$ cat src/rtl/rv_pkg.sv
// Shared types and constants for the RV front end.
// Holds the fetch FSM state encoding and the NOP used for IF/ID bubbles.
package rv_pkg;

    localparam int XLEN = 32;
    localparam logic [31:0] NOP_INST = 32'h0000_0013;

    typedef enum logic [1:0] {
        S_IDLE = 2'd0,
        S_WAIT = 2'd1,
        S_FULL = 2'd2,
        S_KILL = 2'd3
    } fetch_state_e;

endpackage

$ cat src/rtl/if_fetch_buf.sv
// One-entry {pc, inst} holding register.
// Catches an instruction that returned while ID could not accept it.
module if_fetch_buf
    import rv_pkg::*;
#(
    parameter int W = 32
) (
    input  logic         clk_i,
    input  logic         rst_i,
    input  logic         clr_i,
    input  logic         wr_i,
    input  logic         drain_i,
    input  logic [W-1:0] wr_pc_i,
    input  logic [W-1:0] wr_inst_i,
    output logic         full_o,
    output logic [W-1:0] pc_o,
    output logic [W-1:0] inst_o
);

    logic         full_r;
    logic [W-1:0] pc_r;
    logic [W-1:0] inst_r;

    // Entry storage: clear wins over write, write wins over drain.
    always_ff @(posedge clk_i) begin
        if (rst_i) begin
            full_r <= 1'b0;
            pc_r   <= '0;
            inst_r <= W'(NOP_INST);
        end else if (clr_i) begin
            full_r <= 1'b0;
        end else if (wr_i) begin
            full_r <= 1'b1;
            pc_r   <= wr_pc_i;
            inst_r <= wr_inst_i;
        end else if (drain_i) begin
            full_r <= 1'b0;
        end
    end

    assign full_o = full_r;
    assign pc_o   = pc_r;
    assign inst_o = inst_r;

endmodule

$ cat src/rtl/if_fetch_chk.sv
// Protocol checks for the fetch stage's single-outstanding imem interface.
// Simulation-only observer; it drives nothing.
module if_fetch_chk
    import rv_pkg::*;
(
    input logic         clk_i,
    input logic         rst_i,
    input fetch_state_e state_i,
    input logic         imem_req_i,
    input logic         imem_rvalid_i
);

    // A response may only arrive while a request is outstanding.
    a_rvalid_outstanding: assert property (@(posedge clk_i) disable iff (rst_i)
        imem_rvalid_i |-> (state_i == S_WAIT || state_i == S_KILL))
        else $error("if_fetch_chk: rvalid with no request outstanding");

    // A killed request must drain before any new request goes out.
    a_no_req_in_kill: assert property (@(posedge clk_i) disable iff (rst_i)
        imem_req_i |-> (state_i != S_KILL))
        else $error("if_fetch_chk: request issued while draining a killed fetch");

endmodule

$ cat src/rtl/if_fetch_stage.sv
// Instruction-fetch stage: owns the PC, runs the single-outstanding imem
// protocol and feeds the IF/ID register under hazard-unit control.
module if_fetch_stage #(
    parameter int               XLEN     = 32,
    parameter logic [XLEN-1:0]  RESET_PC = 32'h0000_0000
) (
    input  logic            clk_i,
    input  logic            rst_i,
    input  logic            pc_enable_i,
    input  logic            id_enable_i,
    input  logic            id_reset_ni,
    input  logic            br_sel_i,
    input  logic [XLEN-1:0] br_target_i,
    output logic            imem_req_o,
    output logic [XLEN-1:0] imem_addr_o,
    input  logic            imem_rvalid_i,
    input  logic [XLEN-1:0] imem_rdata_i,
    output logic [XLEN-1:0] id_pc_o,
    output logic [XLEN-1:0] id_inst_o,
    output logic            id_valid_o,
    output logic            fetch_busy_o
);

    import rv_pkg::fetch_state_e;
    import rv_pkg::S_IDLE;
    import rv_pkg::S_WAIT;
    import rv_pkg::S_FULL;
    import rv_pkg::S_KILL;
    import rv_pkg::NOP_INST;

    localparam logic [XLEN-1:0] PC_STEP    = XLEN'(4);
    localparam logic [XLEN-1:0] ALIGN_MASK = ~(XLEN'(3));

    fetch_state_e    state_r, state_nxt_s;
    logic [XLEN-1:0] pc_r, pc_nxt_s, addr_s;
    logic            req_s, advance_s, avail_s, load_s;
    logic            buf_wr_s, buf_drain_s, buf_clr_s, buf_full_s;
    logic [XLEN-1:0] buf_pc_s, buf_inst_s;
    logic [XLEN-1:0] id_pc_r, id_inst_r;
    logic            id_valid_r;

    assign advance_s = pc_enable_i & id_enable_i & id_reset_ni;
    assign avail_s   = buf_full_s | ((state_r == S_WAIT) & imem_rvalid_i);
    assign load_s    = id_enable_i & pc_enable_i & avail_s & ~br_sel_i;

    // Next-state, PC and request generation; a redirect overrides everything.
    always_comb begin
        state_nxt_s = state_r;
        pc_nxt_s    = pc_r;
        addr_s      = pc_r;
        req_s       = 1'b0;
        buf_wr_s    = 1'b0;
        buf_drain_s = 1'b0;
        buf_clr_s   = 1'b0;
        if (br_sel_i) begin
            pc_nxt_s  = br_target_i & ALIGN_MASK;
            buf_clr_s = 1'b1;
            if ((state_r == S_WAIT || state_r == S_KILL) && !imem_rvalid_i) begin
                state_nxt_s = S_KILL;
            end else begin
                state_nxt_s = S_IDLE;
            end
        end else begin
            case (state_r)
                S_IDLE: begin
                    if (pc_enable_i) begin
                        req_s       = 1'b1;
                        state_nxt_s = S_WAIT;
                    end else begin
                        state_nxt_s = S_IDLE;
                    end
                end
                S_WAIT: begin
                    if (imem_rvalid_i && advance_s) begin
                        // Back-to-back: the new request already targets the next word.
                        pc_nxt_s = pc_r + PC_STEP;
                        addr_s   = pc_r + PC_STEP;
                        req_s    = 1'b1;
                    end else if (imem_rvalid_i) begin
                        pc_nxt_s    = pc_r + PC_STEP;
                        buf_wr_s    = 1'b1;
                        state_nxt_s = S_FULL;
                    end else begin
                        state_nxt_s = S_WAIT;
                    end
                end
                S_FULL: begin
                    if (advance_s) begin
                        buf_drain_s = 1'b1;
                        req_s       = 1'b1;
                        state_nxt_s = S_WAIT;
                    end else begin
                        state_nxt_s = S_FULL;
                    end
                end
                S_KILL: begin
                    if (imem_rvalid_i) begin
                        state_nxt_s = S_IDLE;
                    end else begin
                        state_nxt_s = S_KILL;
                    end
                end
                default: begin
                    state_nxt_s = S_IDLE;
                end
            endcase
        end
    end

    // PC and FSM state register.
    always_ff @(posedge clk_i) begin
        if (rst_i) begin
            state_r <= S_IDLE;
            pc_r    <= RESET_PC;
        end else begin
            state_r <= state_nxt_s;
            pc_r    <= pc_nxt_s;
        end
    end

    if_fetch_buf #(.W(XLEN)) u_buf (
        .clk_i     (clk_i),
        .rst_i     (rst_i),
        .clr_i     (buf_clr_s),
        .wr_i      (buf_wr_s),
        .drain_i   (buf_drain_s),
        .wr_pc_i   (pc_r),
        .wr_inst_i (imem_rdata_i),
        .full_o    (buf_full_s),
        .pc_o      (buf_pc_s),
        .inst_o    (buf_inst_s)
    );

    // IF/ID register: flush beats hold, hold beats load; no load means bubble.
    always_ff @(posedge clk_i) begin
        if (rst_i) begin
            id_pc_r    <= '0;
            id_inst_r  <= XLEN'(NOP_INST);
            id_valid_r <= 1'b0;
        end else if (!id_reset_ni) begin
            id_inst_r  <= XLEN'(NOP_INST);
            id_valid_r <= 1'b0;
        end else if (!id_enable_i) begin
            id_valid_r <= id_valid_r;
        end else if (load_s) begin
            id_pc_r    <= buf_full_s ? buf_pc_s : pc_r;
            id_inst_r  <= buf_full_s ? buf_inst_s : imem_rdata_i;
            id_valid_r <= 1'b1;
        end else begin
            id_inst_r  <= XLEN'(NOP_INST);
            id_valid_r <= 1'b0;
        end
    end

    assign imem_req_o   = req_s & ~rst_i;
    assign imem_addr_o  = rst_i ? RESET_PC : addr_s;
    assign fetch_busy_o = id_enable_i & pc_enable_i & ~avail_s & ~rst_i;
    assign id_pc_o      = id_pc_r;
    assign id_inst_o    = id_inst_r;
    assign id_valid_o   = id_valid_r;

    if_fetch_chk u_chk (
        .clk_i         (clk_i),
        .rst_i         (rst_i),
        .state_i       (state_r),
        .imem_req_i    (imem_req_o),
        .imem_rvalid_i (imem_rvalid_i)
    );

endmodule

$ cat config.mk
export PLATFORM = sky130hd
export DESIGN_NAME = if_fetch_stage
export DESIGN_NICKNAME = d
export VERILOG_FILES = /design/src/rtl/rv_pkg.sv /design/src/rtl/if_fetch_buf.sv /design/src/rtl/if_fetch_chk.sv /design/src/rtl/if_fetch_stage.sv
export SDC_FILE = /design/constraint.sdc
export NUM_CORES = 1
export LEC_CHECK = 0
export ABC_AREA = 1
export BUFFER_PORTS_ARGS = -buffer_cell sky130_fd_sc_hd__buf_2
export CAP_MARGIN = 20
export CORE_AREA = 2 2 163 165
export DETAILED_ROUTE_END_ITERATION = 7
export DIE_AREA = 0 0 165 167
export PLACE_DENSITY_LB_ADDON = 0.15
export SLEW_MARGIN = 20
export SYNTH_ARGS = -nofsm -noshare
export SYNTH_HDL_FRONTEND = slang
export SYNTH_SLANG_ARGS = --single-unit
$ cat constraint.sdc
create_clock -name clk_i -period 1.75 [get_ports clk_i]
set_input_delay 0.4375 -clock clk_i [delete_from_list [all_inputs] [get_ports clk_i]]
set_output_delay 0.4375 -clock clk_i [all_outputs]
set_load 0.05 [all_outputs]
; ---- After elaboration in Yosys (flattened, before gate mapping)
; Index checks and enable logic that the tools add are counted.
[totals]
ff_bits = 164
input_bits = 71
output_inout_bits = 99
wordCells = 78
[op_classes]
addsub = 1
eq_ne = 4
n_mux = 34
bitwise_logic = 14
n_reduce_logical = 16
[op_table]
columns = operator, n
row1 = $mux W32, 11
row2 = $add A32 B3 Y32 const B, 1
row3 = $mux W1, 15
row4 = $mux W2, 6
row5 = $and A1 B1 Y1, 8
row6 = $pmux W2 S4, 1
row7 = $reduce_and A2 Y1, 3
row8 = $reduce_bool A2 Y1, 3
row9 = $reduce_or A2 Y1, 3
row10 = $not A1 Y1, 5
row11 = $eq A2 B2 Y1 const B, 2
row12 = $ne A3 B3 Y1 const B, 1
row13 = $pmux W1 S3, 1
row14 = $reduce_and A3 Y1, 1
row15 = $reduce_bool A3 Y1, 1
row16 = $eq A2 B1 Y1 const B, 1
row17 = $logic_and A1 B1 Y1, 2
row18 = $logic_not A2 Y1, 1
row19 = $logic_not A1 Y1, 1
row20 = $logic_or A1 B1 Y1, 1
row21 = $or A1 B1 Y1, 1

; ---- Depth between registers and ports, before layout
; Gate-level depths: netlist of run 1.
[depth]
word_depth = 7
mapped_depth = 10
depth_no_buf = 10

; ---- Modules after synthesis
; From an unflattened synthesis of run 1, not the netlist that was laid out.
[hier_totals]
cells_unflattened = 1327
area_unflattened_um2 = 8354.3
[modules_own_cells]
columns = module, instances, cells_per_inst, area_per_inst_um2, seq_area_each_um2
row1 = if_fetch_stage, 1, 912, 5586.6, 1941.9
row2 = if_fetch_buf, 1, 415, 2767.7, 1301.2

; ---- Worst setup path before layout of run 1
; Ideal clock, no wire load.
[synth_path]
path_type = register to output
from = register pc_r[3]
to = output port imem_addr_o[16]
t_arrival_ps = 2339
required_ps = 1312
setup_slack_ps = -1027
path_stages_with_launch = 8
n_path_buf = 0
path_cell_list = dfxtp_1 > ha_1 > nand3_1 > nor2_1 > nand3_1 > xor2_1 > nand2_1 > o21ai_0
[synth_via]
elab_chain_cells = 5
[synth_lines]
columns = element, line_no
row1 = from (decl), if_fetch_stage.sv:35  ; logic [XLEN-1:0] pc_r, pc_nxt_s, addr_s;
row2 = from (signal assigned), if_fetch_stage.sv:117  ; pc_r <= pc_nxt_s;
row3 = $add A32 B3 Y32, if_fetch_stage.sv:77  ; addr_s = pc_r + PC_STEP;
row4 = $mux W32, if_fetch_stage.sv:74  ; if (imem_rvalid_i && advance_s) begin
row5 = $mux W32, if_fetch_stage.sv:64  ; case (state_r)
row6 = $mux W32, if_fetch_stage.sv:55  ; if (br_sel_i) begin
row7 = $mux W32, if_fetch_stage.sv:156  ; assign imem_addr_o = rst_i ? RESET_PC : addr_s;
row8 = to (decl), if_fetch_stage.sv:15  ; output logic [XLEN-1:0] imem_addr_o,
; Every way passes these cells.

; ---- Worst setup path after layout of run 1
[layout_path]
from = register pc_r[2]
to = output port imem_addr_o[18]
; The elaborated chain is that of the path after synthesis.

==> reports/metrics.cfg, run 1 <==
[status]
status = finished, violations left
violations = setup timing

[synthesis]
ys.flop_type = dfxtp_1
ys_ff_latch = 158
ys_warn_count = 0
yosysUniqueCellTypes = 34
syn-cell-area_um2 = 7630
async_reset_ff_frac = 0
avgSynthCellArea_um2 = 6.85
synth-edff-count = 0
ys_seq_area_frac = 0.414
syn_inst = 1114

[floorplan]
core-area_um2 = 25800
ios = 170
die-height_um = 167
die_w_um = 165
start_util = 0.296
dieArea_um2 = 27600
rows = 59

[critical_path]
cp_data_required_time_ns = 1.31
r2r_slack_ns = 0.11
arrival_ns = 1.94
crit_path_start_kind = flip-flop
path_class = reg -> out
endpoint_kind = output pin
r2r_start = state_r[1]$_SDFFE_PP0P_
reg2regPathDepth = 10
r2r_end = u_buf.inst_o[12]$_SDFFE_PP0P_
critPathMaxFanout = 5

[sta]
clock_skew_ns = 0.0126
finalHoldViolCount = 0
worstMarginPinSlew_ns = 0.659
fin_ws_ns = -0.630
setup_viol = 32
max_freq_mhz = 420
min_period_over_period = 1.36
slew_headroom = 0.561
fin_crit_ns = 2.38
rsz0062_at_grt = true
report.final.slew_viol_count = 0
fin_setup_tns_ns = -16.27

[power_and_ir_drop]
powerDensity_nw_per_um2 = 759
p_leak_nw = 4.65
finalPower_mw = 8.87
irDropWorstVdd_uv = 505

[clocking]
clkTransAtPathRegs_ns = 0.07
htree_levels = 4
clock_sinks = 158
clkLatencyLatePin_ns = 0.43
cts_buffer_depth = 2
cts_hold_buffers = 0
cts_buffers = 17
clk_root_buffer_cell = clkbuf_16
cts_tree = yes

[placed_design]
preCtsSetupSlack_ns = -0.393
dpl_cell_area_um2 = 10100
io_buffer_count = 163
hpwlAfterDp_um = 17700
gp_congestion = 0.846

[cells_and_area]
final_area_um2 = 11700
final_core_util = 0.454
register_area_um2 = 3220
fillerInstances = 2646
finalNetCount = 1442
area_delta_synth_final_pct = 53.1
multi_input_comb_area_um2 = 4520
drive_above_1_share = 0.380

[route]
drt_first_iter_violations = 433
vias_per_cell = 4.74
dr.pass1.iters = 5
drc = 0
dr_total_vias = 8148
routedWlPerCell_um = 15.3
postRouteAntennaNets = 0
drt-total-wl_um = 26300

[min_path]
hp-class = in -> reg
hold_path_end = u_buf.inst_o[4]$_SDFFE_PP1P_
min-delay-start = imem_rdata_i[4]
hold_depth = 3

[grt]
grt_overflow_total = 0
grt_max_degree = 82
grt_pass1_wl_um = 41100
grt_pass1_vias = 7869
grt_antenna_before_repair = 2
grt.total_usage = 0.189

[flow_run]
drv_cap = 0

final cells by class:
class                      instances  share of cell area
sequential                       158               0.276
multi-input combinational        782               0.387
clock inverter                    15              0.0161
tap                              335              0.0359
inverter                         104              0.0349
antenna                            2            0.000428
clock buffer                      17              0.0364
timing repair buffer             307               0.214
critical path, cell delays in order (launching register included):
cell and delay (ns):
dfxtp_4 0.37, ha_4 0.16, nand2_4 0.05, nor2_4 0.09
nand2_4 0.09, nor2_2 0.14, xor2_1 0.22, nand2_1 0.13
o21ai_4 0.07, buf_6 0.17
report_power, final:
part | internal [mW] | switching, mW | leakage (nW)
sequential | 3.67 | 0.0652 | 1.29
combinational | 0.476 | 0.682 | 3.06
clock | 2.18 | 1.79 | 0.301
per-layer routing:
layer	GRT usage	routed length, um
met1	0.251	12100
met2	0.316	12700
met3	0.0344	1230
met4	0.0439	186
met5	0	0
Yosys cell counts (2+ instances only):
cell type,count,area share
a21oi_1,141,0.092
a21oi_2,3,0.0034
a31oi_1,7,0.0057
buf_1,4,0.0020
buf_2,21,0.014
buf_4,13,0.013
clkbuf_1,34,0.017
dfxtp_1,158,0.41
inv_1,99,0.049
inv_2,5,0.0025
mux2_2,3,0.0044
nand2_1,332,0.16
nand2_2,7,0.0057
nand2_4,2,0.0030
nand3_1,25,0.016
nor2_1,45,0.022
nor2_2,6,0.0049
nor2_4,6,0.0089
nor3_1,2,0.0013
o211ai_1,29,0.029
o21ai_0,125,0.082
o21ai_1,15,0.0098
o22ai_1,8,0.0066
or2_2,2,0.0016
xor2_1,12,0.014
xor2_2,2,0.0043
state kept, by name, indices dropped and copies added (netlist names):
signal,flops
id_valid_o,1
pc_r,30
id_inst_o,32
u_buf.pc_o,30
u_buf.inst_o,32
u_buf.full_o,1
state_r,2
id_pc_o,30
cells in the final DEF, fill, tap and decap left out, types with 7 or more instances in the layout:
cell / Yosys / layout
xor2_1: 12 / 7
buf_6: 1 / 32
dfxtp_2: 0 / 16
buf_12: 0 / 23
nand2_4: 2 / 9
clkbuf_16: 0 / 21
nor2_4: 6 / 26
nor2_1: 45 / 14
o21ai_4: 0 / 20
nand2_2: 7 / 39
a31oi_1: 7 / 7
o211ai_1: 29 / 29
nor2_2: 6 / 17
buf_2: 21 / 131
nand3_2: 1 / 9
dfxtp_1: 158 / 131
nand3_1: 25 / 15
o21ai_1: 15 / 29
nand2_1: 332 / 292
buf_4: 13 / 113
inv_1: 99 / 96
o21ai_0: 125 / 87
dfxtp_4: 0 / 11
a21oi_1: 141 / 140
kinds of logic (layout without fill, tap and decap cells):
family	count (synthesis)	in the layout	share of synthesized area
flops	158	158	0.414
simple gates	430	430	0.232
other cells	1	6	0.000491
buf+inv	177	443	0.0979
xor+xnor	14	14	0.0180
fa+ha+maj	1	1	0.00164
compound gates	330	330	0.231
mux	3	3	0.00443
how the worst max path moves through the flow:
stage	start	to	slack, ns	depth (start not counted)
3_3_place_gp	id_reset_ni	imem_addr_o[23]	-0.35	9
4_1_cts	pc_r[2]$_SDFFE_PP0P_	imem_addr_o[20]	-0.65	10
6_report	pc_r[2]$_SDFFE_PP0P_	imem_addr_o[18]	-0.63	9
3_5_place_dp	pc_r[4]$_SDFFE_PP0P_	imem_addr_o[31]	-0.39	9
2_1_floorplan	pc_r[3]$_SDFFE_PP0P_	imem_addr_o[20]	-0.16	9
5_1_grt	pc_r[2]$_SDFFE_PP0P_	imem_addr_o[16]	-0.74	8
stage by stage:
step	hold slack, ns	instances
global route	0.258	1718
CTS	0.214	1710
floorplan	0.429	1117
detailed placement	0.445	1662
finish	0.234	1720
global placement	0.439	1662
repair_timing:
action,4_1_cts,5_1_grt
endpoints found under the hold margin,0,0
pin swaps,34,29
setup buffers,16,6
endpoints found under the setup margin,32,93
resized for setup,172,54
cloned,1,4
(Power assumes the default switching activity.)
==> inputs of run 2 (changes only) <==
- CAP_MARGIN: 20 -> 25
- CORE_AREA: 2 2 163 165 -> 2 2 146 184
- DIE_AREA: 0 0 165 167 -> 0 0 148 186
- GPL_ROUTABILITY_DRIVEN: default -> 0
==> run 2 against run 1 <==
  * Wire length increased by 0.86%
  * Clock skew decreased by 0.0016 ns
  * Critical endpoint is now imem_addr_o[14]
  * Non-clock buffer count decreased by 3
  * The flow still finishes with violations (setup timing)
  * Sequential share of layout area increased by 0.11 points
==> reports/metrics.cfg, run 2 (synthesized netlist as in run 1, its figures left out) <==
[status]
status = finished, violations left  ; unchanged
violations = setup timing  ; unchanged

[power_and_ir_drop]
p_leak_nw = 4.60  ; was 4.65 nW
powerDensity_nw_per_um2 = 735  ; was 759 nW/um^2
irDropWorstVdd_uv = 706  ; was 505 uV

[cells_and_area]
drive_above_1_share = 0.380  ; about the same
finalNetCount = 1439  ; was 1442
num_antenna_cells = 0  ; was 2
area_delta_synth_final_pct = 52.1  ; was 53.1%
layout_common_cells = nand2_1 (289), a21oi_1 (138), dfxtp_1 (132)  ; was nand2_1 (292), a21oi_1 (140), dfxtp_1 (131), buf_2 (131), buf_4 (113)
multi_input_comb_area_um2 = 4530  ; was 4520 um^2
fillerInstances = 2663  ; was 2646
final_area_um2 = 11600  ; was 11700 um^2
final_common_cell = nand2_1  ; unchanged
register_area_um2 = 3220  ; about the same

[critical_path]
crit_chain = ha_4 -> nand2_4 -> nor2_4 -> nand2_4 -> nor2_4 -> buf_4 -> xor2_2 -> nand2_2 -> o21ai_4 -> buf_6  ; was ha_4 -> nand2_4 -> nor2_4 -> nand2_4 -> nor2_2 -> xor2_1 -> nand2_1 -> o21ai_4 -> buf_6
crit_path_start_kind = flip-flop  ; unchanged
arrival_ns = 1.99  ; was 1.94 ns
startpoint = pc_r[3]$_SDFFE_PP0P_  ; was pc_r[2]$_SDFFE_PP0P_
critPathMaxFanout = 5  ; unchanged
cpPeakStageDelay_ns = 0.38  ; was 0.37 ns
r2r_end = pc_r[10]$_SDFFE_PP0P_  ; was u_buf.inst_o[12]$_SDFFE_PP0P_
endpoint_kind = output pin  ; unchanged
reg2regPathDepth = 12  ; was 10
crit_end = imem_addr_o[14]  ; was imem_addr_o[18]
path_class = reg -> out  ; unchanged
r2r_start = pc_r[3]$_SDFFE_PP0P_  ; was state_r[1]$_SDFFE_PP0P_
cp_slowest_cell = dfxtp_4  ; unchanged
r2r_slack_ns = -0.08  ; was 0.11 ns
cp_data_required_time_ns = 1.31  ; about the same

[placed_design]
preCtsSetupSlack_ns = -0.398  ; was -0.393 ns
dpl_cell_area_um2 = 10000  ; was 10100 um^2
hpwlAfterDp_um = 18000  ; was 17700 um
io_buffer_count = 163  ; unchanged

[clocking]
cts_tree = yes  ; unchanged
htree_levels = 4  ; unchanged
clkLatencyLatePin_ns = 0.44  ; was 0.43 ns
cts_buffers = 17  ; unchanged
clock_sinks = 158  ; unchanged
cts_buffer_depth = 2  ; unchanged
clk_root_buffer_cell = clkbuf_16  ; unchanged
clkTransAtPathRegs_ns = 0.07  ; about the same

[route]
dr.pass1.iters = 4  ; was 5
drc = 0  ; unchanged
drt_first_iter_violations = 271  ; was 433
drt-total-wl_um = 26500  ; was 26300 um
routedWlPerCell_um = 15.4  ; was 15.3 um
vias_per_cell = 4.73  ; was 4.74
postRouteAntennaNets = 0  ; unchanged
dr_total_vias = 8143  ; was 8148

[grt]
grt_pass1_vias = 7845  ; was 7869
grt_pass1_wl_um = 40300  ; was 41100 um
grt_antenna_before_repair = 0  ; was 2
grt_overflow_total = 0  ; unchanged
grt_max_degree = 79  ; was 82
grt.total_usage = 0.187  ; was 0.189

[sta]
fin_ws_ns = -0.678  ; was -0.630 ns
slew_headroom = 0.565  ; was 0.561
worstMarginPinSlew_ns = 0.653  ; was 0.659 ns
timing.hold.ws_ns = 0.236  ; was 0.234 ns
finalHoldViolCount = 0  ; unchanged
fin_crit_ns = 2.43  ; was 2.38 ns
report.final.slew_viol_count = 0  ; unchanged
clock_skew_ns = 0.0110  ; was 0.0126 ns
min_period_over_period = 1.39  ; was 1.36
setup_viol = 33  ; was 32
rsz0062_at_grt = true  ; unchanged
max_freq_mhz = 412  ; was 420 MHz

[floorplan]
ios = 170  ; unchanged
core-area_um2 = 25800  ; about the same
die_w_um = 148  ; was 165 um
die-height_um = 186  ; was 167 um
start_util = 0.296  ; about the same
rows = 66  ; was 59
dieArea_um2 = 27500  ; was 27600 um^2

[flow_run]
drv_cap = 0  ; unchanged

[min_path]
hp-class = in -> reg  ; unchanged

==> run 2: cell types whose count changed in the layout (fill, tap and decap cells not counted), moves of 5 or more <==
cell,previous run,this run
buf_4,113,105
buf_6,32,37
clkinvlp_4,1,6
nor2_1,14,19
o21ai_0,87,107
o21ai_1,29,9
==> run 2: power breakdown <==
| group | switching [mW] | internal, mW | total, mW |
|---|---|---|---|
| Combinational | 0.682 | 0.463 | 1.14 |
| Clock | 1.67 | 1.98 | 3.65 |
| Sequential | 0.0614 | 3.68 | 3.74 |
| Total | 2.41 | 6.12 | 8.53 |
==> run 2: how the worst min path moves through the flow <==
stage,startpoint,endpoint,slack (ns),cells past startpoint
after floorplan,u_buf.inst_o[14]$_SDFFE_PP0P_,u_buf.inst_o[14]$_SDFFE_PP0P_,0.43,2
after global placement,u_buf.inst_o[12]$_SDFFE_PP0P_,u_buf.inst_o[12]$_SDFFE_PP0P_,0.44,2
after detailed placement,u_buf.inst_o[9]$_SDFFE_PP0P_,u_buf.inst_o[9]$_SDFFE_PP0P_,0.44,2
after CTS,imem_rdata_i[4],u_buf.inst_o[4]$_SDFFE_PP1P_,0.21,3
after global routing,imem_rdata_i[4],u_buf.inst_o[4]$_SDFFE_PP1P_,0.24,3
final,imem_rdata_i[4],u_buf.inst_o[4]$_SDFFE_PP1P_,0.24,3
==> run 2: critical path, delay by kind of cell (launching register included) <==
| family | cells | cell delay, ns |
|---|---|---|
| xor+xnor | 1 | 0.15 |
| simple gates | 5 | 0.46 |
| buf+inv | 2 | 0.31 |
| flops | 1 | 0.38 |
| fa+ha+maj | 1 | 0.17 |
| compound gates | 1 | 0.06 |
==> run 2: area by class of cell <==
cell class                      count  share of cell area
Timing Repair Buffer              304               0.213
Multi-Input combinational cell    782               0.390
Clock buffer                       21              0.0415
Tap cell                          340              0.0366
Sequential cell                   158               0.277
Inverter                          104              0.0350
Clock inverter                     11             0.00690
==> run 2: per-layer routing <==
| layer | GRT usage | routed length [um] | vias up |
|---|---|---|---|
| met1 | 0.219 | 11400 | 3818 |
| met2 | 0.346 | 13600 | 171 |
| met3 | 0.0336 | 1050 | 33 |
| met5 | 0 | 0 | - |
| li1 | - | - | 4121 |
| met4 | 0.0545 | 486 | 0 |
==> run 2: timing repair <==
action	CTS	global route
resized for setup	155	64
pin swaps	34	31
endpoints found under the hold margin	0	0
setup buffers	23	14
cloned	1	3
hold buffers	0	0
endpoints found under the setup margin	32	50
==> run 2: stage by stage <==
| stage | TNS [ns] | std cells | util | total power, mW |
|---|---|---|---|---|
| finish | -17.27 | 1720 | 0.451 | 8.53 |
| global route | -20.66 | 1720 | 0.451 | 8.88 |
| CTS | -18.23 | 1713 | 0.437 | 8.60 |
| detailed placement | -12.29 | 1657 | 0.388 | 4.83 |
| global placement | -11.43 | 1657 | 0.388 | 4.83 |
| floorplan | -0.458 | 1117 | - | 4.40 |
